**src/rtl/otter_ifetch_queue_if.sv**
```systemverilog
// Fetch-unit bus bundle: instruction-memory request/response, redirect
// from the core, and the decoder-facing instruction handshake.
// The fetch unit takes the master view; its environment takes the slave view.
interface otter_ifetch_queue_if #(
    parameter int XLEN = 32
);
    logic            imem_req_vld;
    logic            imem_req_rdy;
    logic [XLEN-1:0] imem_req_addr;
    logic            imem_rsp_vld;
    logic [31:0]     imem_rsp_data;
    logic            imem_rsp_err;
    logic            redirect_vld;
    logic [XLEN-1:0] redirect_addr;
    logic            instrn_vld;
    logic            instrn_rdy;
    logic [31:0]     instrn_data;
    logic [XLEN-1:0] instrn_pc;
    logic            instrn_fault;

    modport master (
        output imem_req_vld, imem_req_addr,
        output instrn_vld, instrn_data, instrn_pc, instrn_fault,
        input  imem_req_rdy, imem_rsp_vld, imem_rsp_data, imem_rsp_err,
        input  redirect_vld, redirect_addr, instrn_rdy
    );

    modport slave (
        input  imem_req_vld, imem_req_addr,
        input  instrn_vld, instrn_data, instrn_pc, instrn_fault,
        output imem_req_rdy, imem_rsp_vld, imem_rsp_data, imem_rsp_err,
        output redirect_vld, redirect_addr, instrn_rdy
    );
endinterface

```
**src/rtl/otter_ifetch_queue.sv**
```systemverilog
// Instruction-fetch front end: issues pipelined in-order fetches, buffers
// returned words in a DEPTH-entry queue and hands them to the decoder.
// Redirects flush the queue; responses to pre-redirect requests are
// counted off with the drop counter so they never reach the queue.
module otter_ifetch_queue #(
    parameter int              XLEN      = 32,
    parameter int              DEPTH     = 4,
    parameter logic [XLEN-1:0] RESET_VEC = '0
) (
    input logic                  clk,
    input logic                  rst,
    otter_ifetch_queue_if.master bus
);
    localparam int PW = $clog2(DEPTH);
    localparam int CW = PW + 1;

    localparam logic [0:0] ST_RUN  = 1'b0;
    localparam logic [0:0] ST_HALT = 1'b1;

    logic [0:0]      state;
    logic            armed;        // low only in the first cycle after reset
    logic [XLEN-1:0] fpc;          // next request address
    logic [XLEN-1:0] rpc;          // PC of the next kept response
    logic [CW-1:0]   inflight;
    logic [CW-1:0]   drop;
    logic [CW-1:0]   count;
    logic [PW-1:0]   rd_ptr;
    logic [PW-1:0]   wr_ptr;

    logic [31:0]     q_data  [DEPTH];
    logic [XLEN-1:0] q_pc    [DEPTH];
    logic            q_fault [DEPTH];

    logic [CW:0]     occupancy;
    logic            req_vld;
    logic            accept;
    logic            misaligned;
    logic            rsp_keep;
    logic            head_vld;
    logic            pop;

    logic            wr_en;
    logic [PW-1:0]   wr_idx;
    logic [31:0]     wr_data;
    logic [XLEN-1:0] wr_pc;
    logic            wr_fault;

    // Credit rule: never have more requests outstanding than free queue slots.
    assign occupancy  = {1'b0, inflight} + {1'b0, count};
    assign req_vld    = armed && (state == ST_RUN) && (occupancy < (CW+1)'(DEPTH));
    assign accept     = req_vld && bus.imem_req_rdy;
    assign misaligned = bus.redirect_addr[1:0] != 2'b00;
    assign rsp_keep   = bus.imem_rsp_vld && !bus.redirect_vld
                        && (drop == '0) && (state == ST_RUN);
    assign head_vld   = count != '0;
    assign pop        = head_vld && bus.instrn_rdy && !bus.redirect_vld;

    assign bus.imem_req_vld  = req_vld;
    assign bus.imem_req_addr = fpc;
    assign bus.instrn_vld    = head_vld;
    assign bus.instrn_data   = head_vld ? q_data[rd_ptr] : '0;
    assign bus.instrn_pc     = head_vld ? q_pc[rd_ptr]   : '0;
    assign bus.instrn_fault  = head_vld && q_fault[rd_ptr];

    // Select the single queue write: misaligned-redirect fault entry or kept response.
    always_comb begin
        // NOTE: every signal gets a default first so no path leaves it unassigned (no latch).
        wr_en    = 1'b0;
        wr_idx   = wr_ptr;
        wr_data  = bus.imem_rsp_data;
        wr_pc    = rpc;
        wr_fault = bus.imem_rsp_err;
        if (bus.redirect_vld) begin
            wr_en    = misaligned;
            wr_idx   = '0;
            wr_data  = '0;
            wr_pc    = bus.redirect_addr;
            wr_fault = 1'b1;
        end else if (rsp_keep) begin
            wr_en = 1'b1;
        end
    end

    // Queue storage write.
    // NOTE: storage has no reset; count decides which entries are visible.
    always_ff @(posedge clk) begin
        if (wr_en) begin
            q_data[wr_idx]  <= wr_data;
            q_pc[wr_idx]    <= wr_pc;
            q_fault[wr_idx] <= wr_fault;
        end
    end

    // Fetch control: PCs, credit counters, queue pointers and run/halt state.
    always_ff @(posedge clk or negedge rst) begin
        if (!rst) begin
            state    <= ST_RUN;
            armed    <= 1'b0;
            fpc      <= RESET_VEC;
            rpc      <= RESET_VEC;
            inflight <= '0;
            drop     <= '0;
            count    <= '0;
            rd_ptr   <= '0;
            wr_ptr   <= '0;
        end else begin
            // NOTE: non-blocking everywhere here so every update sees pre-edge values.
            armed    <= 1'b1;
            inflight <= inflight + CW'(accept) - CW'(bus.imem_rsp_vld);
            if (bus.redirect_vld) begin
                fpc    <= bus.redirect_addr;
                rpc    <= bus.redirect_addr;
                state  <= misaligned ? ST_HALT : ST_RUN;
                drop   <= inflight + CW'(accept) - CW'(bus.imem_rsp_vld);
                rd_ptr <= '0;
                wr_ptr <= misaligned ? PW'(1) : '0;
                count  <= misaligned ? CW'(1) : '0;
            end else begin
                if (accept) begin
                    fpc <= fpc + XLEN'(4);
                end
                if (bus.imem_rsp_vld && (drop != '0)) begin
                    drop <= drop - CW'(1);
                end
                if (rsp_keep) begin
                    rpc    <= rpc + XLEN'(4);
                    wr_ptr <= wr_ptr + PW'(1);
                    if (bus.imem_rsp_err) begin
                        state <= ST_HALT;
                    end
                end
                if (pop) begin
                    rd_ptr <= rd_ptr + PW'(1);
                end
                count <= count + CW'(rsp_keep) - CW'(pop);
            end
        end
    end
endmodule

```
**src/flat_wrapper.sv**
```systemverilog
// flat-port wrapper written by rule: the top's interface ports become plain ports
module otter_ifetch_queue_flat 
#(
    parameter int              XLEN      = 32,
    parameter int              DEPTH     = 4,
    parameter logic [XLEN-1:0] RESET_VEC = '0
)
  (clk, rst, bus_imem_req_vld, bus_imem_req_addr, bus_instrn_vld, bus_instrn_data, bus_instrn_pc, bus_instrn_fault, bus_imem_req_rdy, bus_imem_rsp_vld, bus_imem_rsp_data, bus_imem_rsp_err, bus_redirect_vld, bus_redirect_addr, bus_instrn_rdy);
  otter_ifetch_queue_if #(.XLEN(XLEN)) bus_i ();
  input logic clk;
  input logic rst;
  output wire logic [$bits(bus_i.imem_req_vld)-1:0] bus_imem_req_vld;
  output wire logic [$bits(bus_i.imem_req_addr)-1:0] bus_imem_req_addr;
  output wire logic [$bits(bus_i.instrn_vld)-1:0] bus_instrn_vld;
  output wire logic [$bits(bus_i.instrn_data)-1:0] bus_instrn_data;
  output wire logic [$bits(bus_i.instrn_pc)-1:0] bus_instrn_pc;
  output wire logic [$bits(bus_i.instrn_fault)-1:0] bus_instrn_fault;
  input wire logic [$bits(bus_i.imem_req_rdy)-1:0] bus_imem_req_rdy;
  input wire logic [$bits(bus_i.imem_rsp_vld)-1:0] bus_imem_rsp_vld;
  input wire logic [$bits(bus_i.imem_rsp_data)-1:0] bus_imem_rsp_data;
  input wire logic [$bits(bus_i.imem_rsp_err)-1:0] bus_imem_rsp_err;
  input wire logic [$bits(bus_i.redirect_vld)-1:0] bus_redirect_vld;
  input wire logic [$bits(bus_i.redirect_addr)-1:0] bus_redirect_addr;
  input wire logic [$bits(bus_i.instrn_rdy)-1:0] bus_instrn_rdy;
  assign bus_imem_req_vld = bus_i.imem_req_vld;
  assign bus_imem_req_addr = bus_i.imem_req_addr;
  assign bus_instrn_vld = bus_i.instrn_vld;
  assign bus_instrn_data = bus_i.instrn_data;
  assign bus_instrn_pc = bus_i.instrn_pc;
  assign bus_instrn_fault = bus_i.instrn_fault;
  assign bus_i.imem_req_rdy = bus_imem_req_rdy;
  assign bus_i.imem_rsp_vld = bus_imem_rsp_vld;
  assign bus_i.imem_rsp_data = bus_imem_rsp_data;
  assign bus_i.imem_rsp_err = bus_imem_rsp_err;
  assign bus_i.redirect_vld = bus_redirect_vld;
  assign bus_i.redirect_addr = bus_redirect_addr;
  assign bus_i.instrn_rdy = bus_instrn_rdy;
  otter_ifetch_queue #(.XLEN(XLEN), .DEPTH(DEPTH), .RESET_VEC(RESET_VEC)) u_core (.clk(clk), .rst(rst), .bus(bus_i));
endmodule
```
**config.mk**
```make
export PLATFORM = sky130hd
export DESIGN_NAME = otter_ifetch_queue_flat
export DESIGN_NICKNAME = d
export VERILOG_FILES = /design/src/rtl/otter_ifetch_queue_if.sv /design/src/rtl/otter_ifetch_queue.sv /design/src/flat_wrapper.sv
export SDC_FILE = /design/constraint.sdc
export NUM_CORES = 1
export LEC_CHECK = 0
export ABC_AREA = 1
export ABC_CLOCK_PERIOD_IN_PS = 6860
export CORE_MARGIN = 3
export CORE_UTILIZATION = 40
export CTS_BUF_LIST = sky130_fd_sc_hd__clkbuf_2 sky130_fd_sc_hd__clkbuf_4 sky130_fd_sc_hd__clkbuf_8
export DETAILED_ROUTE_END_ITERATION = 6
export GPL_TIMING_DRIVEN = 0
export PLACE_DENSITY = 0.72
export RECOVER_POWER = 100
export SETUP_SLACK_MARGIN = 0.4
export SLEW_MARGIN = 30
export SYNTH_ARGS = -nofsm -noshare
export SYNTH_HDL_FRONTEND = slang
export SYNTH_SLANG_ARGS = --single-unit
```
**constraint.sdc**
```tcl
create_clock -name clk -period 6.86 [get_ports clk]
set_input_delay 1.715 -clock clk [delete_from_list [all_inputs] [get_ports clk]]
set_output_delay 1.715 -clock clk [all_outputs]
set_load 0.05 [all_outputs]
```
==> results of run 1 <==
-- critical path, delay by kind of cell --
family                 cells  cell delay, ns
buffers and inverters      7            2.54
AND/OR/NAND/NOR            3            1.65
-- layer usage --
metal | up-vias | share of wire (%)
met1 | 5992 | 42
li1 | 6019 | -
met3 | 88 | 8.8
met2 | 645 | 46
met4 | 0 | 2.8
met5 | - | 0
-- cell usage in the layout, fill, tap and decap left out, types with 7 or more instances in the layout --
| cell | count |
|---|---|
| nand2_1 | 262 |
| nand4_1 | 19 |
| dlygate4sd3_1 | 101 |
| nand2_2 | 7 |
| clkbuf_1 | 47 |
| nor2_4 | 10 |
| a21oi_1 | 79 |
| nor2_2 | 9 |
| buf_2 | 21 |
| nand3_1 | 67 |
| clkinv_1 | 21 |
| clkbuf_8 | 54 |
| o21ai_0 | 192 |
| buf_4 | 7 |
| clkdlybuf4s50_1 | 67 |
| clkbuf_4 | 13 |
| nor2_1 | 368 |
| edfxtp_1 | 260 |
| nor3_1 | 11 |
| ha_1 | 10 |
| inv_1 | 132 |
| o211ai_1 | 7 |
| dfrtp_1 | 79 |
| buf_1 | 7 |
-- power by group through the flow --
stage,Combinational [mW],Sequential (mW),Clock [mW]
2_1_floorplan,0.911,2.56,0
3_3_place_gp,1.51,2.49,0
3_5_place_dp,1.56,2.49,0
4_1_cts,1.56,2.45,1.71
5_1_grt,1.61,2.47,1.81
6_report,1.49,2.45,1.69
-- stage by stage --
step                util, %  std cells  setup TNS, ns  power (mW)
floorplan                 -       1647              0        3.47
global placement       46.7       2334        -392.25        4.01
detailed placement     47.8       2352              0        4.05
CTS                    50.5       2449              0        5.73
global route           49.9       2449              0        5.88
finish                 49.9       2449              0        5.63
-- flip-flops by register name (all words and copies together), names as in the netlist --
signal                    flops
u_core.armed                  1
u_core.bus.imem_req_addr     32
u_core.count                  3
u_core.drop                   3
u_core.inflight               3
u_core.q_data               128
u_core.q_fault                4
u_core.q_pc                 128
u_core.rd_ptr                 2
u_core.rpc                   32
u_core.state                  1
u_core.wr_ptr                 2
-- cell type report --
type | count | area, µm² | area share [%]
Buffer | 75 | 334 | 1.73
Clock buffer | 67 | 841 | 4.35
Clock inverter | 30 | 199 | 1.03
Inverter | 141 | 531 | 2.74
Multi-Input combinational cell | 1092 | 5040 | 26.1
Sequential cell | 339 | 9780 | 50.6
Tap cell | 518 | 648 | 3.35
Timing Repair Buffer | 187 | 1950 | 10.1
-- cell families after synthesis --
kind of cell / synth area share (%)
XOR/XNOR: 0.389
buffers and inverters: 5.72
adder cells (fa/ha/maj): 1.05
AO/OA/AOI/OAI: 9.91
other: 0.0238
AND/OR/NAND/NOR: 20.8
flip-flops: 62.1
-- path summary, 6_finish.rpt --
kind | start | to | depth (start not counted)
worst min-delay path | u_core.bus.imem_req_addr[0]$_DFFE_PN0P_ | u_core.bus.imem_req_addr[0]$_DFFE_PN0P_ | 2
min in group asynchronous | rst | u_core.bus.imem_req_addr[24]$_DFFE_PN0P_ | 1
worst min register to register | u_core.bus.imem_req_addr[0]$_DFFE_PN0P_ | u_core.bus.imem_req_addr[0]$_DFFE_PN0P_ | 2
max in group asynchronous | rst | u_core.drop[2]$_DFFE_PN0P_ | 2
worst max-delay path | bus_redirect_vld | u_core.q_data[3][6]$_DFFE_PP_ | 10
worst max register to register | u_core.drop[0]$_DFFE_PN0P_ | u_core.q_data[3][6]$_DFFE_PP_ | 12
==> run metrics, run 1 <==
outcome finished with violations; failing checks max-capacitance violations, max-slew violations; H-tree depth 2; yosys warns 0; number of fill cells 3501; met2 global-route usage 33.6%; most common cell in the netlist nor2_1; grt met3 use 3.09%; Iter 0 DRT Violations 1201; TritonCTS Buffers 53; Ant. Diodes 0; HP Class register to register; Critical-path top delay cell nor2_1; share of cells above drive strength 1 8.39%; internal power 3.66 mW; period utilisation layout 82.2%; switching portion of total power 34.9%; Congestion Overflow GR 0; final instance area 0.0193 mm²; Post-synth top cells 367 x nor2_1, 260 x edfxtp_1, 259 x nand2_1; worst vdd ir 135 µV; worst-case clock buffer depth 3; pre-CTS WS 2.13 ns; CP Cell Sequence dlygate4sd3_1 > clkinvlp_2 > nand4_1 > inv_1 > nand2_1 > nor2_1 > clkbuf_1 > buf_8 > buf_16 > buf_16; critical path startpoint category input pin; Slowest Stage Delay on Critical Path 1.11 ns; vias per inst 5.20; PwrDens 291 mW/mm²; crit-path max FO 15; share of the yosys chip area belonging to registers 62.1%; antenna violations before repair 0; vias in the first global route 12300; Die Area 0.0418 mm²; Total Nets Final 1972; Tmin final 5.64 ns; worst skew pair latency 0.61 ns; CTS resizes 0; FP Rows 72; worst setup margin 1.22 ns; TritonCTS clock tree yes; Max Slew Vio Count 11; most used cell, CP buf_16; first-pass detailed-route iteration total 5; asr flop ratio synth 23.3%; Post-DRT Antenna Nets 0; CTS sink count 339; Setup Buffers After CTS 0; Post-Route Skew 0.0335 ns; Post-Syn Area per Cell 9.56 µm²; clock root cell clkbuf_8; syn_nets 1730; drt wl/cell 18.0 µm; largest cells by area after synthesis edfxtp_1 50%, dfrtp_1 13%, nor2_1 8.7%, nand2_1 6.2%, o21ai_0 5.8%; CP arrival 5.93 ns; routed vias 12700; Yosys cell types 46; final WL 44100 µm; maximum operating frequency 0.177 GHz; critical path class input pin to register; Leakage Power 7.60 nW; final setup vio count 0; largest area contributor in the netlist edfxtp_1; final hold vios 0; Syn-to-layout area delta 22.7%; Syn Inst Count 1647; Synth top area share 49.6%; Die Width 204 µm; clock transition at the registers of the reported paths 0.06 ns; largest net degree at the start of global routing 63; met1 Use GR 28.8%; post-synthesis cell area 0.0158 mm²; gr busiest metal met2; worst reg2reg setup slack 2.72 ns; DRC Markers 0; Crit. End Element register; dpl cell area 0.0185 mm²; dpl hpwl 31100 µm; power share of the clock group 30.0%; hold slack 0.469 ns; Primary FF master, synth edfxtp_1; sequential power share 43.6%; Yosys reg bits 339; Placeable Area 0.0387 mm²; initial core utilization 40.7%; Sw Pwr 1.97 mW; Die H 204 µm; first-pass GRT wire length 67800 µm; Post-CTS Hold Fix Bufs 0; Max Cap Violations 2; unrepaired setup endpoints after global routing no; Tightest Pin Transition 1.76 ns; total track usage 20.7%; I/O pins 170; GP Congestion 0.912; power share of the combinational group 26.5%; port bufs 169; number of flops mapped to enable cells by yosys 260; slew margin rel. -17.9%; Req. time, crit path 7.15 ns
Note: power is estimated with default switching activity, not from simulation.
==> run 2: changes to the inputs <==
Settings changed: ABC_CLOCK_PERIOD_IN_PS 6860 to 5800.
Clock period 6.86 ns to 5.8 ns, I/O delays scaled along.
==> run metrics, run 2 (synthesis results as in run 1) <==
Post-CTS Hold Fix Bufs 0 (unchanged); total track usage 21.2% (+0.47 points); Die H 204 µm (unchanged); failing checks max-capacitance violations, max-slew violations; Critical-path top delay cell a21oi_2; port bufs 169 (unchanged); origin of the critical flop-to-flop path u_core.drop[0]$_DFFE_PN0P_; FF-to-FF End u_core.q_pc[1][24]$_DFFE_PP_; Leakage Power 7.63 nW (+0.33%); Reg area 0.00978 mm² (unchanged); TritonCTS clock tree yes; Congestion Overflow GR 0 (unchanged); GP Congestion 0.919 (+0.80%); final hold vios 0 (unchanged); number of fill cells 3528 (+0.77%); first-pass GRT wire length 69400 µm (+2.4%); FP Rows 72 (unchanged); first-pass detailed-route iteration total 5 (unchanged); Tightest Pin Transition 1.94 ns (+0.187 ns); unrepaired setup endpoints after global routing no; Core Util, Final 49.9% (about the same); antenna violations before repair 0 (unchanged); routed vias 12700 (-0.039%); Tmin final 5.01 ns; dpl hpwl 31200 µm (+0.31%); critical path class input pin to register; R2R cell count 9 (-3); CP arrival 5.31 ns (-0.62 ns); worst-case clock buffer depth 3 (unchanged); top flop regs u_core.q_data x128, u_core.q_pc x128; clock transition at the registers of the reported paths 0.06 ns (about the same); Iter 0 DRT Violations 990 (-18%); DRC Markers 0 (unchanged); TritonCTS Buffers 53 (unchanged); drt wl/cell 18.2 µm (+1.2%); Post-DRT Antenna Nets 0 (unchanged); multi-input logic area 0.00504 mm² (-0.15%); commonest non-fill, non-tap cell in the layout nor2_1; Ant. Diodes 0 (unchanged); worst skew pair latency 0.59 ns (-0.02 ns); worst vdd ir 159 µV (+18%); most frequent cells in the layout 368 x nor2_1, 262 x nand2_1, 260 x edfxtp_1; Max Cap Violations 1 (-1); Total Nets Final 1971 (-0.051%); PwrDens 349 mW/mm² (+20%); buffers and inverters on the worst path 6 (-1); I/O pins 170 (unchanged); vias in the first global route 12700 (+2.8%); crit-path max FO 16 (+1); most used cell, CP clkbuf_1; period utilisation layout 86.4%; outcome finished with violations; CP Cell Sequence dlygate4sd3_1 > clkbuf_1 > clkbuf_1 > clkbuf_1 > nand2_1 > a21oi_2 > buf_8 > buf_8; largest net degree at the start of global routing 61 (-3.2%); final WL 44600 µm (+1.1%); final setup vio count 0 (unchanged); Max Slew Vio Count 16 (+5); share of cells above drive strength 1 8.55% (+0.16 points); CP Depth 8 (-2); Crit. End Element register; delay-heaviest family, CP buffers and inverters; Die Width 204 µm (unchanged); maximum operating frequency 0.199 GHz; initial core utilization 40.7% (unchanged); Post-Route Skew 0.0207 ns (-0.0128 ns); Syn-to-layout area delta 22.8% (about the same); HP Class register to register; worst reg2reg setup slack 2.14 ns (-0.58 ns); vias per inst 5.21 (about the same); Req. time, crit path 6.09 ns (-1.06 ns); CTS resizes 0 (unchanged); Slowest Stage Delay on Critical Path 0.90 ns (-0.21 ns); H-tree depth 2 (unchanged); crit path from bus_redirect_vld; total power 6.74 mW (+20%); critical path startpoint category input pin; slew margin rel. -30.1% (-12 points); clock root cell clkbuf_8; Die Area 0.0418 mm² (unchanged); Placeable Area 0.0387 mm² (unchanged); Setup Buffers After CTS 0 (unchanged); CTS sink count 339 (unchanged); CP Capture Point u_core.q_data[2][11]$_DFFE_PP_
## run 2: changes by cell type in the layout (fill, tap and decap cells not counted), moves of 2 or more
cell,change
buf_6,-3
clkinvlp_4,-2
bufinv_16,+2
clkinv_2,+3
clkinv_1,-7
buf_8,+2
clkbuf_4,+2
## run 2: worst register-to-register path, stage by stage (launching register included)
cell and delay, ns:
dfrtp_1 0.38, inv_1 0.10, ha_1 0.15, inv_1 0.04, nor2_1 0.09, nand4_1 0.30, inv_1 0.19, nand2_1 0.12
nor2_1 0.84, clkbuf_1 1.05
## run 2: layer usage
layer / routed length (µm) / track usage [%]
met3: 4010 / 3.95
met1: 18600 / 28.6
met5: 0 / 0
met4: 860 / 5.33
met2: 21100 / 35.4
## run 2: layout make-up
type	instances	share of cell area, %
sequential	339	50.6
multi-input combinational	1092	26.0
timing repair buffer	186	9.93
clock buffer	69	4.43
tap	518	3.35
inverter	141	2.74
buffer	75	1.71
clock inverter	27	1.18
## run 2: how the worst min path moves through the flow
| stage | from | to | slack [ns] | depth (start not counted) |
|---|---|---|---|---|
| 4_1_cts | u_core.rpc[0]$_DFFE_PN0P_ | u_core.rpc[0]$_DFFE_PN0P_ | 0.48 | 2 |
| 2_1_floorplan | u_core.rpc[0]$_DFFE_PN0P_ | u_core.rpc[0]$_DFFE_PN0P_ | 0.44 | 2 |
| 6_report | u_core.bus.imem_req_addr[1]$_DFFE_PN0P_ | u_core.bus.imem_req_addr[1]$_DFFE_PN0P_ | 0.47 | 2 |
| 3_5_place_dp | u_core.rpc[0]$_DFFE_PN0P_ | u_core.rpc[0]$_DFFE_PN0P_ | 0.46 | 2 |
| 3_3_place_gp | u_core.rpc[1]$_DFFE_PN0P_ | u_core.rpc[1]$_DFFE_PN0P_ | 0.45 | 2 |
| 5_1_grt | u_core.bus.imem_req_addr[0]$_DFFE_PN0P_ | u_core.bus.imem_req_addr[0]$_DFFE_PN0P_ | 0.49 | 2 |
## run 2: where the power goes
group	internal [mW]	switching, mW
clock	1.14	0.934
combinational	0.502	1.26
sequential	2.78	0.120
## run 2: through the flow
step | std cells | hold WS [ns] | setup TNS [ns] | instance area (µm²) | worst slack, ns
after floorplan | 1647 | 0.437 | 0 | 15800 | 0.709
after global placement | 2334 | 0.449 | -430.47 | 18100 | -2.04
after detailed placement | 2351 | 0.461 | 0 | 18500 | 1.50
after CTS | 2447 | 0.476 | 0 | 19600 | 1.04
after global routing | 2447 | 0.491 | 0 | 19300 | 0.560
final | 2447 | 0.468 | 0 | 19300 | 0.786
==> run 3: changes to the inputs <==
Settings changed: CAP_MARGIN from default to 20, CORE_MARGIN 3 to 2.
==> run metrics, run 3 (synthesis results as in run 1) <==
outcome finished with violations; failing checks max-capacitance violations, max-slew violations; Congestion Overflow GR 0 (unchanged); Iter 0 DRT Violations 981 (-0.91%); Post-DRT Antenna Nets 0 (unchanged); GP Congestion 0.918 (-0.15%); Leakage Power 7.65 nW (+0.27%); Sw Pwr 2.34 mW (+1.1%); Die Width 202 µm (-0.98%); most frequent cells in the layout 368 x nor2_1, 262 x nand2_1, 260 x edfxtp_1; Crit. End Element register; Max Cap Violations 1 (unchanged); Setup Buffers After CTS 0 (unchanged); share of cells above drive strength 1 8.79% (+0.23 points); CTS resizes 0 (unchanged); worst skew pair latency 0.60 ns (about the same); unrepaired setup endpoints after global routing no; critical path startpoint category input pin; dpl cell area 0.0185 mm² (about the same); CTS sink count 339 (unchanged); Die H 202 µm (-0.98%); PwrDens 353 mW/mm² (+1.2%); worst vdd ir 172 µV (+7.7%); antenna violations before repair 0 (unchanged); crit-path max FO 18 (+2); number of fill cells 3515 (-0.37%); switching portion of total power 34.2% (-0.17 points); period utilisation layout 88.4% (+2.0 points); Max Slew Vio Count 17 (+1); first-pass detailed-route iteration total 5 (unchanged); critical path class input pin to register; total track usage 21.2% (+0.041 points); largest net degree at the start of global routing 61 (unchanged); Req. time, crit path 6.01 ns (-0.08 ns); Reg area 0.00978 mm² (unchanged); initial core utilization 40.7% (unchanged); port bufs 169 (unchanged); Syn-to-layout area delta 23.2%; worst-case clock buffer depth 3 (unchanged); clock transition at the registers of the reported paths 0.06 ns (about the same); maximum operating frequency 0.195 GHz (-2.3%); Ant. Diodes 0 (unchanged); final instance area 0.0194 mm² (+0.36%); slew margin rel. -20.6% (+9.5 points); first-pass GRT wire length 68000 µm (-2.1%); Post-Route Skew 0.0191 ns (-0.00163 ns); Tightest Pin Transition 1.80 ns (-0.142 ns); internal power 4.51 mW (+1.9%); final WL 44200 µm (-0.95%); vias in the first global route 12500 (-1.7%); DRC Markers 0 (unchanged); drt wl/cell 18.0 µm (-1.2%); sequential power share 42.4% (-0.6 points); hold slack 0.470 ns (+0.00270 ns); H-tree depth 2 (unchanged); I/O pins 170 (unchanged); Placeable Area 0.0387 mm² (unchanged); dpl hpwl 31000 µm (-0.86%); commonest non-fill, non-tap cell in the layout nor2_1; Post-CTS Hold Fix Bufs 0 (unchanged); CP arrival 5.34 ns (+0.03 ns); FP Rows 72 (unchanged); multi-input logic area 0.00504 mm² (+0.15%); vias per inst 5.23 (+0.50%); final hold vios 0 (unchanged); HP Class register to register; final setup vio count 0 (unchanged); power share of the clock group 31.9% (+1.1 points); top flop regs u_core.q_data x128, u_core.q_pc x128; clock root cell clkbuf_8; routed vias 12800 (+0.75%); Tmin final 5.13 ns (+0.116 ns); TritonCTS clock tree yes; Die Area 0.0410 mm² (-1.9%); power share of the combinational group 25.7% (-0.5 points); TritonCTS Buffers 54 (+1.9%); Total Nets Final 1973 (+0.10%)
[run 3: cell types whose count changed in the layout (fill, tap and decap cells not counted), sizes merged]
cell / delta
clkinvlp: +2
bufinv: +1
inv: -2
clkbuf: +3
clkinv: +3
buf: -1
[run 3: per-layer routing]
layer / vias up / wire, µm / part of all wire, % / track usage (%)
met5: - / 0 / 0 / 0
met4: 0 / 1000 / 2.3 / 5.76
met3: 76 / 3900 / 8.8 / 3.53
met2: 653 / 20500 / 46 / 35.0
met1: 6078 / 18800 / 43 / 29.0
li1: 6027 / - / - / -
[run 3: stage by stage]
stage | utilization [%] | total power [mW] | std cells | TNS [ns] | setup slack [ns]
5_1_grt | 50.1 | 7.14 | 2453 | 0 | 0.484
6_report | 50.1 | 6.85 | 2453 | 0 | 0.670
3_3_place_gp | 46.7 | 4.74 | 2334 | -435.21 | -2.09
2_1_floorplan | - | 4.10 | 1647 | 0 | 0.709
4_1_cts | 50.7 | 6.96 | 2453 | 0 | 1.01
3_5_place_dp | 47.7 | 4.78 | 2352 | 0 | 1.47
[run 3: area by class of cell]
class | count | share of cell area, %
clock inverter | 31 | 1.50
multi-input combinational | 1092 | 26.0
timing repair buffer | 187 | 9.79
inverter | 141 | 2.73
clock buffer | 70 | 4.51
sequential | 339 | 50.4
buffer | 75 | 1.70
tap | 518 | 3.34
[run 3: worst paths after layout]
| kind | to | slack, ns | cells after the start | from |
|---|---|---|---|---|
| min in group asynchronous | u_core.bus.imem_req_addr[31]$_DFFE_PN0P_ | 1.13 | 1 | rst |
| worst max-delay path | u_core.q_data[2][21]$_DFFE_PP_ | 0.67 | 7 | bus_redirect_vld |
| worst min register to register | u_core.bus.imem_req_addr[0]$_DFFE_PN0P_ | 0.47 | 2 | u_core.bus.imem_req_addr[0]$_DFFE_PN0P_ |
| worst max register to register | u_core.q_pc[3][30]$_DFFE_PP_ | 1.99 | 10 | u_core.drop[0]$_DFFE_PN0P_ |
| worst min-delay path | u_core.bus.imem_req_addr[0]$_DFFE_PN0P_ | 0.47 | 2 | u_core.bus.imem_req_addr[0]$_DFFE_PN0P_ |
| max in group asynchronous | u_core.inflight[1]$_DFF_PN0_ | 3.71 | 2 | rst |
[run 3: worst max-delay path: stages]
cell and delay [ns]:
dlygate4sd3_1 0.63, clkbuf_1 0.42, clkbuf_1 0.56, clkbuf_1 0.58, nand2_1 0.31, a21oi_4 0.46
clkbuf_1 0.90
[run 3: power groups by stage]
stage          clock (mW)  sequential, mW  combinational (mW)
2_1_floorplan           0            3.03                1.08
3_3_place_gp            0            2.95                1.79
3_5_place_dp            0            2.95                1.84
4_1_cts              2.22            2.90                1.85
5_1_grt              2.33            2.92                1.90
6_report             2.19            2.90                1.76
